[src/rtl/spi_master_arbiter.sv]
// spi_master_arbiter: mode-0, MSB-first SPI master shared round-robin between two requesters.
module spi_master_arbiter #(
    parameter int unsigned DATA_LENGTH = 8,
    parameter int unsigned CLK_DIV     = 4,
    parameter int unsigned SS_GAP      = 2
) (
    input  logic                   clk,
    input  logic                   rst_n,
    input  logic                   req0,
    input  logic [DATA_LENGTH-1:0] wdata0,
    output logic [DATA_LENGTH-1:0] rdata0,
    output logic                   done0,
    input  logic                   req1,
    input  logic [DATA_LENGTH-1:0] wdata1,
    output logic [DATA_LENGTH-1:0] rdata1,
    output logic                   done1,
    output logic                   busy,
    output logic                   SCLK,
    output logic                   MOSI,
    input  logic                   MISO,
    output logic                   SS
);

    localparam int unsigned GAP_CLKS = SS_GAP * CLK_DIV;
    localparam int unsigned CNT_MAX  = (GAP_CLKS > CLK_DIV) ? GAP_CLKS : CLK_DIV;
    localparam int unsigned CNT_W    = $clog2(CNT_MAX);
    localparam int unsigned BIT_W    = $clog2(DATA_LENGTH + 1);

    typedef enum logic [2:0] {
        IDLE,
        SETUP,
        SHIFT,
        HOLD,
        GAP
    } state_t;

    state_t                 state_q, state_d;
    logic [CNT_W-1:0]       cnt_q, cnt_d;
    logic [BIT_W-1:0]       bit_cnt_q, bit_cnt_d;
    logic [DATA_LENGTH-1:0] tx_sr_q, tx_sr_d;
    logic [DATA_LENGTH-1:0] rx_sr_q, rx_sr_d;
    logic [DATA_LENGTH-1:0] rdata0_q, rdata0_d;
    logic [DATA_LENGTH-1:0] rdata1_q, rdata1_d;
    logic                   last_grant_q, last_grant_d;
    logic                   sclk_q, sclk_d;
    logic                   ss_q, ss_d;
    logic                   mosi_q, mosi_d;
    logic                   busy_q, busy_d;
    logic                   done0_q, done0_d;
    logic                   done1_q, done1_d;
    logic                   miso_s1, miso_s2;
    logic                   pick;
    logic                   half_done;
    logic                   gap_done;
    logic [DATA_LENGTH-1:0] wsel;

    // Two-flop synchronizer for the asynchronous MISO line
    always_ff @(posedge clk or negedge rst_n) begin
        if (!rst_n) begin
            miso_s1 <= 1'b0;
            miso_s2 <= 1'b0;
        end else begin
            miso_s1 <= MISO;
            miso_s2 <= miso_s1;
        end
    end

    // State and datapath registers
    always_ff @(posedge clk or negedge rst_n) begin
        if (!rst_n) begin
            state_q      <= IDLE;
            cnt_q        <= '0;
            bit_cnt_q    <= '0;
            tx_sr_q      <= '0;
            rx_sr_q      <= '0;
            rdata0_q     <= '0;
            rdata1_q     <= '0;
            last_grant_q <= 1'b1;
            sclk_q       <= 1'b0;
            ss_q         <= 1'b1;
            mosi_q       <= 1'b0;
            busy_q       <= 1'b0;
            done0_q      <= 1'b0;
            done1_q      <= 1'b0;
        end else begin
            state_q      <= state_d;
            cnt_q        <= cnt_d;
            bit_cnt_q    <= bit_cnt_d;
            tx_sr_q      <= tx_sr_d;
            rx_sr_q      <= rx_sr_d;
            rdata0_q     <= rdata0_d;
            rdata1_q     <= rdata1_d;
            last_grant_q <= last_grant_d;
            sclk_q       <= sclk_d;
            ss_q         <= ss_d;
            mosi_q       <= mosi_d;
            busy_q       <= busy_d;
            done0_q      <= done0_d;
            done1_q      <= done1_d;
        end
    end

    // Next-state, arbitration and shift control
    always_comb begin
        state_d      = state_q;
        cnt_d        = cnt_q;
        bit_cnt_d    = bit_cnt_q;
        tx_sr_d      = tx_sr_q;
        rx_sr_d      = rx_sr_q;
        rdata0_d     = rdata0_q;
        rdata1_d     = rdata1_q;
        last_grant_d = last_grant_q;
        sclk_d       = sclk_q;
        ss_d         = ss_q;
        mosi_d       = mosi_q;
        busy_d       = busy_q;
        done0_d      = 1'b0;
        done1_d      = 1'b0;
        // requester 1 wins when alone, or on a tie when requester 0 went last
        pick         = req1 & (~req0 | ~last_grant_q);
        wsel         = pick ? wdata1 : wdata0;
        half_done    = (cnt_q == CNT_W'(CLK_DIV - 1));
        gap_done     = (cnt_q == CNT_W'(GAP_CLKS - 1));

        case (state_q)
            IDLE: begin
                cnt_d  = '0;
                sclk_d = 1'b0;
                if (req0 | req1) begin
                    state_d      = SETUP;
                    last_grant_d = pick;
                    tx_sr_d      = wsel;
                    mosi_d       = wsel[DATA_LENGTH-1];
                    rx_sr_d      = '0;
                    bit_cnt_d    = '0;
                    ss_d         = 1'b0;
                    busy_d       = 1'b1;
                end
            end
            SETUP: begin
                cnt_d = cnt_q + CNT_W'(1);
                if (half_done) begin
                    cnt_d   = '0;
                    state_d = SHIFT;
                end
            end
            SHIFT: begin
                cnt_d = cnt_q + CNT_W'(1);
                if (half_done) begin
                    cnt_d = '0;
                    if (!sclk_q) begin
                        sclk_d    = 1'b1;
                        rx_sr_d   = {rx_sr_q[DATA_LENGTH-2:0], miso_s2};
                        bit_cnt_d = bit_cnt_q + BIT_W'(1);
                    end else begin
                        sclk_d = 1'b0;
                        if (bit_cnt_q < BIT_W'(DATA_LENGTH)) begin
                            tx_sr_d = tx_sr_q << 1;
                            mosi_d  = tx_sr_q[DATA_LENGTH-2];
                        end else begin
                            state_d = HOLD;
                        end
                    end
                end
            end
            HOLD: begin
                cnt_d = cnt_q + CNT_W'(1);
                if (half_done) begin
                    cnt_d   = '0;
                    ss_d    = 1'b1;
                    mosi_d  = 1'b0;
                    state_d = GAP;
                    if (last_grant_q) begin
                        rdata1_d = rx_sr_q;
                        done1_d  = 1'b1;
                    end else begin
                        rdata0_d = rx_sr_q;
                        done0_d  = 1'b1;
                    end
                end
            end
            GAP: begin
                cnt_d = cnt_q + CNT_W'(1);
                if (gap_done) begin
                    cnt_d   = '0;
                    busy_d  = 1'b0;
                    state_d = IDLE;
                end
            end
            default: begin
                state_d = IDLE;
            end
        endcase
    end

    assign rdata0 = rdata0_q;
    assign rdata1 = rdata1_q;
    assign done0  = done0_q;
    assign done1  = done1_q;
    assign busy   = busy_q;
    assign SCLK   = sclk_q;
    assign MOSI   = mosi_q;
    assign SS     = ss_q;

endmodule

[config.mk]
export PLATFORM = sky130hd
export DESIGN_NAME = spi_master_arbiter
export DESIGN_NICKNAME = d
export VERILOG_FILES = /design/src/rtl/spi_master_arbiter.sv
export SDC_FILE = /design/constraint.sdc
export NUM_CORES = 1
export LEC_CHECK = 0
export CAP_MARGIN = 0
export CORE_MARGIN = 2
export CORE_UTILIZATION = 51
export DETAILED_ROUTE_END_ITERATION = 8
export PLACE_DENSITY = 0.84
export SETUP_SLACK_MARGIN = 0.02
export SLEW_MARGIN = 25
export SYNTH_ARGS = -nofsm -noshare
export SYNTH_HDL_FRONTEND = slang
export SYNTH_SLANG_ARGS = --single-unit
export TNS_END_PERCENT = 5
[constraint.sdc]
create_clock -name clk -period 2.1 [get_ports clk]
set_input_delay 0.21 -clock clk [delete_from_list [all_inputs] [get_ports clk]]
set_output_delay 0.21 -clock clk [all_outputs]
set_load 0.03 [all_outputs]
# After elaboration in Yosys (flattened, before gate mapping)
# Index checks and enable logic that the tools add are counted.
dict set report word_totals {
  regBits 50
  inputBits 21
  out_inout_bits 22
}
dict set report classes {
  n_addsub 2
  n_lt_le_gt_ge 1
  n_eq_ne 15
  mux 46
  n_bitwise 5
  n_reduce_logical 17
}
# op count
set ops {}
lappend ops {{8-bit 2-to-1 mux} 4}
lappend ops {{7-bit 2-to-1 mux} 4}
lappend ops {{3-bit 2-to-1 mux} 9}
lappend ops {{2-bit inequality test, second input constant} 9}
lappend ops {{1-bit 2-to-1 mux} 17}
lappend ops {{8-bit one-hot mux with 2 select lines} 1}
lappend ops {{3-bit one-hot mux with 5 select lines} 1}
lappend ops {{7-bit one-hot mux with 2 select lines} 1}
lappend ops {{4-bit 2-to-1 mux} 3}
lappend ops {{3-bit AND reduction} 4}
lappend ops {{3-bit by 2-bit == test with 1-bit output, second input constant} 3}
lappend ops {{3-bit one-hot mux with 3 select lines} 1}
lappend ops {{4-bit one-hot mux with 2 select lines} 1}
lappend ops {{7-bit AND reduction} 1}
lappend ops {{3-bit == test, second input constant} 2}
lappend ops {{1-bit one-hot mux with 2 select lines} 3}
lappend ops {{6-bit AND reduction} 1}
lappend ops {{2-bit nonzero test} 3}
lappend ops {{3-bit nonzero test} 2}
lappend ops {{5-bit AND reduction} 1}
lappend ops {{4-bit by 1-bit adder with 4-bit output, second input constant} 1}
lappend ops {{4-bit < comparator, second input constant} 1}
lappend ops {{2-bit AND reduction} 2}
lappend ops {{4-bit AND reduction} 1}
lappend ops {{8 further kinds} 10}

# Depth between registers and ports, before layout
# Gate-level depths: netlist (run 1).
dict set report logic_depth {
  ltp_word 6
  depth_mapped 7
  depth_no_buf 6
}

# Least setup slack after synthesis (run 1)
# No wires, ideal clock.
dict set report synth_path {
  kind {register to register}
  start {register cnt_q[0]}
  end {register rdata0_q[0] (netlist: rdata0[0])}
  setup_ns 0.125
  t_arrival_ns 1.661
  t_required_ns 1.975
  slack_ns 0.315
  stages_incl_launch_ff 7
  n_path_buf 0
  cell_sequence {dfrtp_1 > ha_1 > ha_1 > nand2_1 > or2_4 > nor2_8 > mux2_2}
}
dict set report synth_between {
  elab_chain_cells 2
}
# item line_no
set synth_lines {}
lappend synth_lines {{start, declared} 38} ;# logic [CNT_W-1:0] cnt_q, cnt_d;
lappend synth_lines {{start signal, assigned} 87} ;# cnt_q <= cnt_d;
lappend synth_lines {{3-bit by 2-bit == test with 1-bit output} 122} ;# half_done = (cnt_q == CNT_W'(CLK_DIV - 1));
lappend synth_lines {{3-bit AND reduction (no line)} --}
lappend synth_lines {{end signal, assigned} 91} ;# rdata0_q <= rdata0_d;
lappend synth_lines {{end, declared} 42} ;# logic [DATA_LENGTH-1:0] rdata0_q, rdata0_d;
# No other way between the ends.
# A chain may end at the register's enable or synchronous reset.

# Worst setup path in the final report (run 1)
dict set report layout_path {
  start {register cnt_q[0]}
  end {register rdata1_q[1] (netlist: rdata1[1])}
}
dict set report layout_between {
  elab_chain_cells 2
}
# item line_no
set layout_lines {}
lappend layout_lines {{3-bit by 2-bit == test with 1-bit output} 122}
lappend layout_lines {{3-bit AND reduction (no line)} --}
lappend layout_lines {{end signal, assigned} 92} ;# rdata1_q <= rdata1_d;
lappend layout_lines {{end, declared} 43} ;# logic [DATA_LENGTH-1:0] rdata1_q, rdata1_d;
# No other way between the ends.

==> flow_summary_export.csv, run 1 <==
group,metric,value,unit
sta,hold_ws,0.3267,ns
die,initial_core_util,0.5284,
placement,portBuffers,42,
sta,relSlewSlack,0.5999,
die,die_h,71.17,um
finish,final_nets,277,
die,dieArea,5065,um^2
sta,slew_violations,0,
yosys,yosysSeqAreaShare,0.5449,
setup_path,crit_family,"simple AND/OR/NAND/NOR gates",
clocking,path_clk_slew,0.09,ns
grt,antenna_found_initial,0,
sta,fin_setup_tns,0,ns
setup_path,crit_path_top_delay_cell,"dfrtp_1",
grt,grt-ovfl-total,0,
yosys,syn-num-nets,229,
setup_path,cp_max_fo,9,
finish,syn2layout_area_growth,26.54,%
clocking,cts.sinks,50,
run_status,status,"completed",
hold_path,hp-class,"input pin to register",
yosys,synthAdderAreaFrac,0.02719,
setup_path,startpoint,"cnt_q[0]$_DFFE_PN0P_",
grt,grt_first_pass_wirelength,7.562,mm
sta,min_period,1.939,ns
clocking,htreeDepth,2,
setup_path,cp-end-kind,"register",
grt,grt_pass1_vias,1572,
placement,hpwl,3.107,mm
clocking,root_buffer,"clkbuf_8",
setup_path,timing.rr.end,"rdata1[1]$_DFFE_PN0P_",
setup_path,slowest_delay,0.42,ns
yosys,syn_avg_cell_area,11.33,um^2
sta,finalHoldViolCount,0,
detailed_routing,routedWlPerCell,14.72,um
yosys,syn_area,2301,um^2
detailed_routing,drc,0,
die,core,4354,um^2
die,io_pins,43,
sta,fin_skew,0.003459,ns
clocking,numCtsBuffers,5,
clocking,ctsResizeCount,0,
setup_path,critPathKind,"register to register",
sta,rsz0062_at_grt,"false",
sta,worstMarginPinSlew,0.6002,ns
yosys,synth_compound_area_frac,0.1136,
setup_path,cp.arrival,2.14,ns
pwr,p_leak,0.001345,uW
yosys,synthSimpleGateAreaFrac,0.1256,
detailed_routing,via_count,1662,
sta,setup_violations,0,
setup_path,reg2reg_from,"cnt_q[0]$_DFFE_PN0P_",
placement,gp_congestion,0.8232,
die,die_width,71.17,um
setup_path,r2r_cells,6,
setup_path,ff2ff_setup_slack,0.16,ns
setup_path,cp-start-kind,"register",
clocking,clk-insertion-delay-late,0.31,ns
detailed_routing,drt_wl_total,4.476,mm
sta,fmax,0.5156,GHz
setup_path,cp_num_cells,6,
detailed_routing,via_per_inst,5.467,
finish,final_util,0.6687,
grt,track_usage,0.1956,
yosys,synthMuxAreaShare,0.1425,
clocking,cts_tree,"done",
yosys,synthXorXnorAreaFrac,0.01142,
finish,num_antenna_cells,0,
yosys,synth_cell_types,40,
detailed_routing,drtIter0Drc,76,
clocking,cts_buffer_depth,2,
die,num_rows,24,
pwr,power_density,1073,nW/um^2
yosys,ys.warnings.count,0,
setup_path,crit_end,"rdata1[1]$_DFFE_PN0P_",
yosys,syn_inst,203,
sta,fin_crit_sh,0.9236,
setup_path,crit_chain,"ha_1 > ha_1 > nand2_1 > nor2_1 > nand2_1 > mux2_2",
detailed_routing,dr.pass1.iters,4,
yosys,synth_top_family_by_area,"multiplexers",
clocking,cts.hold.buffers_added,1,
clocking,cts_setup_buffers,0,
yosys,postSynthRegisterBits,50,
grt,grt_max_degree,27,
pwr,peakVddDrop,0.7381,mV
setup_path,crit_buf_inv,0,
finish,drive_gt1_frac,0.1944,
hold_path,hold_depth,1,
detailed_routing,ant_nets,0,
setup_path,worstPathRequired,2.30,ns
job,maxCapViolCount,0,
-- layer usage --
layer	wire length, um	global-route usage	vias to the layer above
met3	196	0.05271	6
met2	2166	0.3035	30
met1	2039	0.2643	829
met5	0	0	-
li1	-	-	797
met4	73	0.07547	0
-- registers in the layout, summed over array words and instances (netlist names) --
name and flops:
miso_s1 1, miso_s2 1, rdata0 8, SCLK 1
rx_sr_q 8, SS 1, cnt_q 3, state_q 3
MOSI 1, tx_sr_q 7, last_grant_q 1, busy 1
bit_cnt_q 4, rdata1 8, done0 1, done1 1
-- power by group --
part | leakage, uW | switching, uW | internal (uW)
sequential | 0.000658 | 195 | 1170
clock | 0.0000585 | 335 | 357
combinational | 0.000628 | 586 | 481
-- placed cells by master (no fill, tap or decap), types with 2 or more instances in the layout --
cell,instances
dfrtp_1,48
a22o_1,2
o31ai_1,2
a31oi_1,2
nor2_1,9
mux2_2,22
xor2_1,3
buf_4,6
a21oi_1,3
dfstp_2,2
inv_1,6
nor3_1,3
clkbuf_8,5
nand2_1,34
mux2i_1,8
o211ai_1,3
clkdlybuf4s50_1,41
nor2_2,2
o21ai_0,20
ha_1,5
-- cell type report --
type / instances / area [um^2]
fillers: 347 / 1443
flip-flops and latches: 50 / 1254
multi-input cells: 138 / 967.2
repair buffers: 50 / 490.5
clock buffers: 5 / 68.82
well taps: 52 / 65.06
clock inverters: 3 / 43.79
inverters: 6 / 22.52
-- how the worst min path moves through the flow --
| stage | from | to | slack [ns] |
|---|---|---|---|
| final | MISO | miso_s1$_DFF_PN0_ | 0.33 |
| after floorplan | rst_n | MOSI$_DFFE_PN0P_ | -0.09 |
| after detailed placement | rst_n | cnt_q[1]$_DFFE_PN0P_ | 0.26 |
| after global routing | MISO | miso_s1$_DFF_PN0_ | 0.32 |
| after global placement | rst_n | cnt_q[1]$_DFFE_PN0P_ | 0.25 |
| after CTS | MISO | miso_s1$_DFF_PN0_ | 0.32 |
-- cell usage after synthesis --
| cell | n | area [um^2] |
|---|---|---|
| a221oi_1 | 1 | 8.760 |
| and4_1 | 1 | 8.760 |
| a21oi_1 | 3 | 15.01 |
| o31ai_1 | 2 | 15.01 |
| xor2_1 | 3 | 26.28 |
| mux2_2 | 22 | 247.7 |
| nor2_8 | 1 | 20.02 |
| and4b_1 | 1 | 10.01 |
| nand2_1 | 34 | 127.6 |
| buf_6 | 2 | 22.52 |
| a31oi_1 | 2 | 12.51 |
| mux2i_1 | 8 | 80.08 |
| and3_1 | 1 | 6.260 |
| dfstp_2 | 2 | 52.55 |
| nor2_2 | 2 | 12.51 |
| or2_2 | 1 | 6.260 |
| ha_1 | 5 | 62.56 |
| nor3_1 | 3 | 15.01 |
| a31o_2 | 1 | 8.760 |
| nand3_1 | 1 | 5.000 |
| buf_4 | 1 | 7.510 |
| o311a_1 | 1 | 10.01 |
| or3_1 | 1 | 6.260 |
| or2_4 | 1 | 8.760 |
| and3b_1 | 1 | 8.760 |
| a22o_1 | 2 | 17.52 |
| o21ba_2 | 1 | 10.01 |
| dfrtp_1 | 48 | 1201 |
| nand2b_4 | 1 | 13.76 |
| a2bb2oi_1 | 1 | 8.760 |
| o21ai_0 | 21 | 105.1 |
| a21bo_1 | 1 | 10.01 |
| clkbuf_1 | 2 | 7.510 |
| o21ai_2 | 1 | 8.760 |
| buf_2 | 4 | 20.02 |
| nor2_1 | 9 | 33.78 |
| o211ai_1 | 3 | 22.52 |
| inv_1 | 6 | 22.52 |
| o2bb2ai_1 | 1 | 8.760 |
| nand2b_1 | 1 | 6.260 |
-- kinds of logic (layout without fill, tap and decap cells) --
group,after synthesis,in the layout
and+or+nand+nor,59,59
xor gates and xnor gates,3,3
muxes,30,30
AOI/OAI and AO/OA,41,41
DFF,50,50
buffers and inverters,15,64
adders and majority gates,5,5
-- metrics by stage --
step,total power [uW],instance area [um^2],std cells,setup WS [ns]
floorplan,2107,2301,203,0.3148
global placement,2398,2789,295,0.2199
detailed placement,2444,2789,295,0.1774
CTS,3140,2912,304,0.1655
global route,3313,2912,304,0.07076
finish,3125,2912,304,0.1605
No activity file was read; power rests on OpenSTA's default activity.
==> inputs of run 2 (changes only) <==
Settings changed: CORE_UTILIZATION 51 to 30, PLACE_DENSITY 0.84 to 0.57.
==> run 2 against run 1 <==
  * The flow now finishes with violations (negative hold slack)
  * Critical path depth stayed put
  * Register-to-register slack better by 0.06 ns
  * Hold slack worse by 0.34 ns
  * Final cell count is 15% higher
  * Clock skew is 0.011 ns higher
  * Via count is 4.5% lower
  * Clock power is 1% higher
  * Die area is 66% higher
  * Largest power group unchanged
  * Highest routed layer unchanged
==> flow_summary_export.csv, run 2 (synthesis results as in run 1) <==
group,metric,value,unit
setup_path,cp-end-kind,"register",
die,io_pins,43,
placement,dp_slack,0.1908,ns
sta,fmax,0.5317,GHz
detailed_routing,ant_nets,0,
placement,portBuffers,42,
pwr,power_density,1053,nW/um^2
run_status,violations,"negative hold slack",
detailed_routing,drtIter0Drc,72,
placement,place_area,2843,um^2
grt,track_usage,0.1184,
clocking,cts_setup_buffers,0,
run_status,status,"finished with violations",
finish,final_nets,277,
die,num_rows,31,
sta,hold_ws,-0.01347,ns
finish,drive_gt1_frac,0.1984,
clocking,path_clk_slew,0.10,ns
detailed_routing,routedWlPerCell,12.89,um
finish,final_util,0.4037,
placement,hpwl,3.103,mm
die,core,7331,um^2
sta,relSlewSlack,0.5712,
sta,setup_violations,0,
setup_path,reg2reg_from,"cnt_q[0]$_DFFE_PN0P_",
clocking,root_buffer,"clkbuf_8",
grt,antenna_found_initial,0,
setup_path,r2r_cells,6,
grt,grt_max_degree,51,
clocking,ctsResizeCount,0,
placement,gp_congestion,0.7367,
sta,fin_setup_tns,0,ns
setup_path,crit_end,"rdata1[0]$_DFFE_PN0P_",
die,initial_core_util,0.3139,
setup_path,cp_max_fo,9,
finish,syn2layout_area_growth,28.60,%
die,die_width,91.58,um
setup_path,worstPathRequired,2.29,ns
sta,rsz0062_at_grt,"false",
finish,design_area,2959,um^2
clocking,cts.hold.buffers_added,0,
hold_path,hp-class,"input pin to async pin",
clocking,cts_buffer_depth,2,
finish,final_cell_mix,"48 x dfrtp_1, 41 x clkdlybuf4s50_1, 34 x nand2_1",
sta,slew_violations,0,
detailed_routing,dr.pass1.iters,4,
job,maxCapViolCount,0,
grt,grt_first_pass_wirelength,8.148,mm
die,die_h,91.58,um
sta,fin_ws,0.2192,ns
finish,layout_commonest_cell,"dfrtp_1",
finish,num_antenna_cells,0,
setup_path,cp-start-kind,"register",
setup_path,startpoint,"cnt_q[0]$_DFFE_PN0P_",
sta,min_period,1.881,ns
detailed_routing,via_per_inst,4.521,
sta,worstMarginPinSlew,0.6432,ns
clocking,numCtsBuffers,5,
pwr,p_leak,0.001341,uW
setup_path,ff2ff_setup_slack,0.22,ns
detailed_routing,drt_wl_total,4.525,mm
detailed_routing,drc,0,
pwr,peakVddDrop,0.3268,mV
sta,fin_crit_sh,0.8956,
sta,finalHoldViolCount,3,
clocking,htreeDepth,2,
setup_path,critPathKind,"register to register",
detailed_routing,via_count,1587,
setup_path,timing.rr.end,"rdata1[0]$_DFFE_PN0P_",
die,dieArea,8386,um^2
sta,fin_skew,0.01480,ns
setup_path,cp.arrival,2.07,ns
grt,grt-ovfl-total,0,
grt,grt_pass1_vias,1676,
clocking,clk-insertion-delay-late,0.31,ns
clocking,cts.sinks,50,
clocking,cts_tree,"done",
-- run 2: metal layers --
| layer | vias to the layer above | share of wire | track usage |
|---|---|---|---|
| met5 | - | 0 | 0 |
| met4 | 0 | 0.0097 | 0.02652 |
| met3 | 5 | 0.054 | 0.03402 |
| met2 | 38 | 0.44 | 0.1801 |
| met1 | 748 | 0.50 | 0.1666 |
| li1 | 796 | - | - |
-- run 2: final cells by class --
cell class                 instances  area, um^2
fill                             711        4372
sequential                        50        1254
multi-input combinational        138       967.2
timing repair buffer              50       475.5
tap                               99       123.9
clock buffer                       5       68.82
clock inverter                     3       47.55
inverter                           6       22.52
-- run 2: worst max-delay path, cell delays in order (launching register included) --
cell and delay [ns]:
dfrtp_1 0.41, ha_1 0.24, ha_1 0.21, nand2_1 0.15, nor2_1 0.06, nand2_1 0.34
mux2_2 0.38
-- run 2: worst min path at each step --
stage | start | end | slack (ns) | cells past startpoint
4_1_cts | rst_n | cnt_q[2]$_DFFE_PN0P_ | 0.03 | 2
3_3_place_gp | miso_s1$_DFF_PN0_ | miso_s2$_DFF_PN0_ | 0.34 | 0
5_1_grt | rst_n | rdata0[0]$_DFFE_PN0P_ | 0.06 | 2
3_5_place_dp | miso_s1$_DFF_PN0_ | miso_s2$_DFF_PN0_ | 0.34 | 0
6_report | rst_n | cnt_q[2]$_DFFE_PN0P_ | -0.01 | 2
2_1_floorplan | rst_n | MOSI$_DFFE_PN0P_ | -0.09 | 0
-- run 2: power by group --
group	switching, uW	total [uW]	internal, uW
Sequential	163	1330	1170
Combinational	596	1090	489
Clock	337	699	361
Total	1100	3120	2020
-- run 2: through the flow --
stage	power [uW]	instances
final	3117	351
after global routing	3349	351
after CTS	3159	351
after detailed placement	2451	343
after global placement	2439	343
after floorplan	2107	203
==> inputs of run 3 (changes only) <==
Settings changed: CORE_ASPECT_RATIO from default to 1.25.
==> run 3 against run 2 <==
  * The flow now finishes without violations
  * Global-route usage up 0.12 points
  * Sequential power about the same
  * Clock power decreased by 14%
  * Combinational power about the same
  * Worst setup slack got worse by 0.0087 ns
  * Final cell count down 1.4%
  * Core utilization fell by 0.48 points
  * Sequential share of layout area up 0.11 points
  * Count of clock-buffer cells in the layout grew 1
  * Die area barely moved
  * Clock skew fell by 0.0047 ns
  * Fmax down 0.46%
  * Critical path type unchanged
  * Critical endpoint is now rdata0[0]$_DFFE_PN0P_
==> flow_summary_export.csv, run 3 (synthesis results as in run 1) <==
group,metric,value,unit
run_status,status,"completed",
detailed_routing,drt_wl_total,4.501,mm
grt,antenna_found_initial,0,
pwr,peakVddDrop,0.6544,mV
setup_path,cp-end-kind,"register",
detailed_routing,via_per_inst,4.699,
setup_path,cp.arrival,2.08,ns
clocking,root_buffer,"clkbuf_8",
clocking,htreeDepth,2,
placement,dp_slack,0.2164,ns
grt,track_usage,0.1196,
grt,grt_first_pass_wirelength,7.769,mm
detailed_routing,drc,0,
grt,grt-ovfl-total,0,
sta,fin_setup_tns,0,ns
die,num_rows,35,
die,dieArea,8391,um^2
detailed_routing,dr.pass1.iters,4,
setup_path,cp-start-kind,"register",
grt,grt_pass1_vias,1631,
clocking,cts.sinks,50,
clocking,cts_tree,"done",
sta,rsz0062_at_grt,"false",
sta,slew_violations,0,
sta,setup_violations,0,
die,die_width,82.33,um
clocking,cts_buffer_depth,2,
clocking,numCtsBuffers,5,
pwr,power_density,1021,nW/um^2
die,initial_core_util,0.3109,
setup_path,slowest_delay,0.39,ns
setup_path,crit_path_top_delay_cell,"dfrtp_1",
sta,relSlewSlack,0.7539,
hold_path,hp-class,"input pin to async pin",
sta,fmax,0.5292,GHz
clocking,cts_setup_buffers,0,
setup_path,cp_max_fo,9,
die,die_h,101.9,um
setup_path,ff2ff_setup_slack,0.21,ns
clocking,clk-insertion-delay-late,0.30,ns
finish,syn2layout_area_growth,28.28,%
sta,min_period,1.890,ns
setup_path,worstPathRequired,2.29,ns
sta,worstMarginPinSlew,0.3692,ns
finish,layout_commonest_cell,"dfrtp_1",
clocking,path_clk_slew,0.10,ns
placement,gp_congestion,0.7159,
detailed_routing,routedWlPerCell,13.01,um
sta,hold_ws,0.2972,ns
job,maxCapViolCount,0,
finish,fill_cells,736,
finish,final_nets,279,
finish,drive_gt1_frac,0.2008,
pwr,p_leak,0.001342,uW
placement,hpwl,3.265,mm
grt,grt_max_degree,21,
placement,portBuffers,42,
finish,regArea,1254,um^2
detailed_routing,via_count,1626,
sta,fin_skew,0.01008,ns
detailed_routing,drtIter0Drc,54,
sta,finalHoldViolCount,0,
finish,final_cell_mix,"48 x dfrtp_1, 41 x clkdlybuf4s50_1, 34 x nand2_1",
die,core,7401,um^2
detailed_routing,ant_nets,0,
setup_path,path_common_cell,"ha_1",
sta,fin_ws,0.2105,ns
setup_path,crit_chain,"ha_1 > ha_1 > nand2_1 > or2_4 > nor2_8 > mux2_2",
die,io_pins,43,
finish,num_antenna_cells,0,
sta,fin_crit_sh,0.8998,
setup_path,critPathKind,"register to register",
finish,multi_input_area,967.2,um^2
-- run 3: changes by cell type in the layout (fill, tap and decap cells not counted), sizes merged --
cell         before  now
inv               7    6
clkinv            1    2
clkbuf            5    6
dlygate4sd3       0    1
buf               9   10
bufinv            1    0
-- run 3: worst paths after layout --
path / start / to / cells past startpoint
max in group asynchronous: rst_n / SS$_DFFE_PN1P_ / 3
worst max-delay path: cnt_q[0]$_DFFE_PN0P_ / rdata0[0]$_DFFE_PN0P_ / 6
worst min-delay path: rst_n / rdata1[4]$_DFFE_PN0P_ / 2
worst max register to register: cnt_q[0]$_DFFE_PN0P_ / rdata0[0]$_DFFE_PN0P_ / 6
min in group clk: MISO / miso_s1$_DFF_PN0_ / 1
worst min register to register: miso_s1$_DFF_PN0_ / miso_s2$_DFF_PN0_ / 0
-- run 3: critical path: cells and delay by family (launching register included) --
family / cells / cell delay [ns]
adders and majority gates: 2 / 0.41
DFF: 1 / 0.39
muxes: 1 / 0.35
and+or+nand+nor: 3 / 0.63
-- run 3: metal layers --
layer  routed length, um  track usage  up-vias
met5                   0            0        -
met4                  40      0.02692        0
met3                 258      0.03445        5
met2                2104       0.1867       36
met1                2097       0.1645      781
li1                    -            -      804
-- run 3: what timing repair did --
| action | in CTS | in global routing |
|---|---|---|
| hold buffers | 1 | 0 |
| hold endpoints to repair | 11 | 0 |
| resized for setup | 0 | 0 |
-- run 3: cell type report --
class | count | share of cell area
Clock buffer | 6 | 0.02798
Clock inverter | 2 | 0.005935
Inverter | 6 | 0.007630
Multi-Input combinational cell | 138 | 0.3277
Sequential cell | 50 | 0.4248
Tap cell | 92 | 0.03900
Timing Repair Buffer | 52 | 0.1670
-- run 3: where the power goes --
group / switching [uW] / total [uW] / internal (uW)
combinational: 574 / 1060 / 481
clock: 327 / 598 / 272
sequential: 188 / 1360 / 1170
-- run 3: metrics by stage --
step,util,power [uW],area [um^2],instances
3_3_place_gp,0.3839,2435,2841,337
3_5_place_dp,0.3839,2453,2841,337
2_1_floorplan,-,2107,2301,203
4_1_cts,0.3988,3063,2952,346
6_report,0.3988,3013,2952,346
5_1_grt,0.3988,3254,2952,346
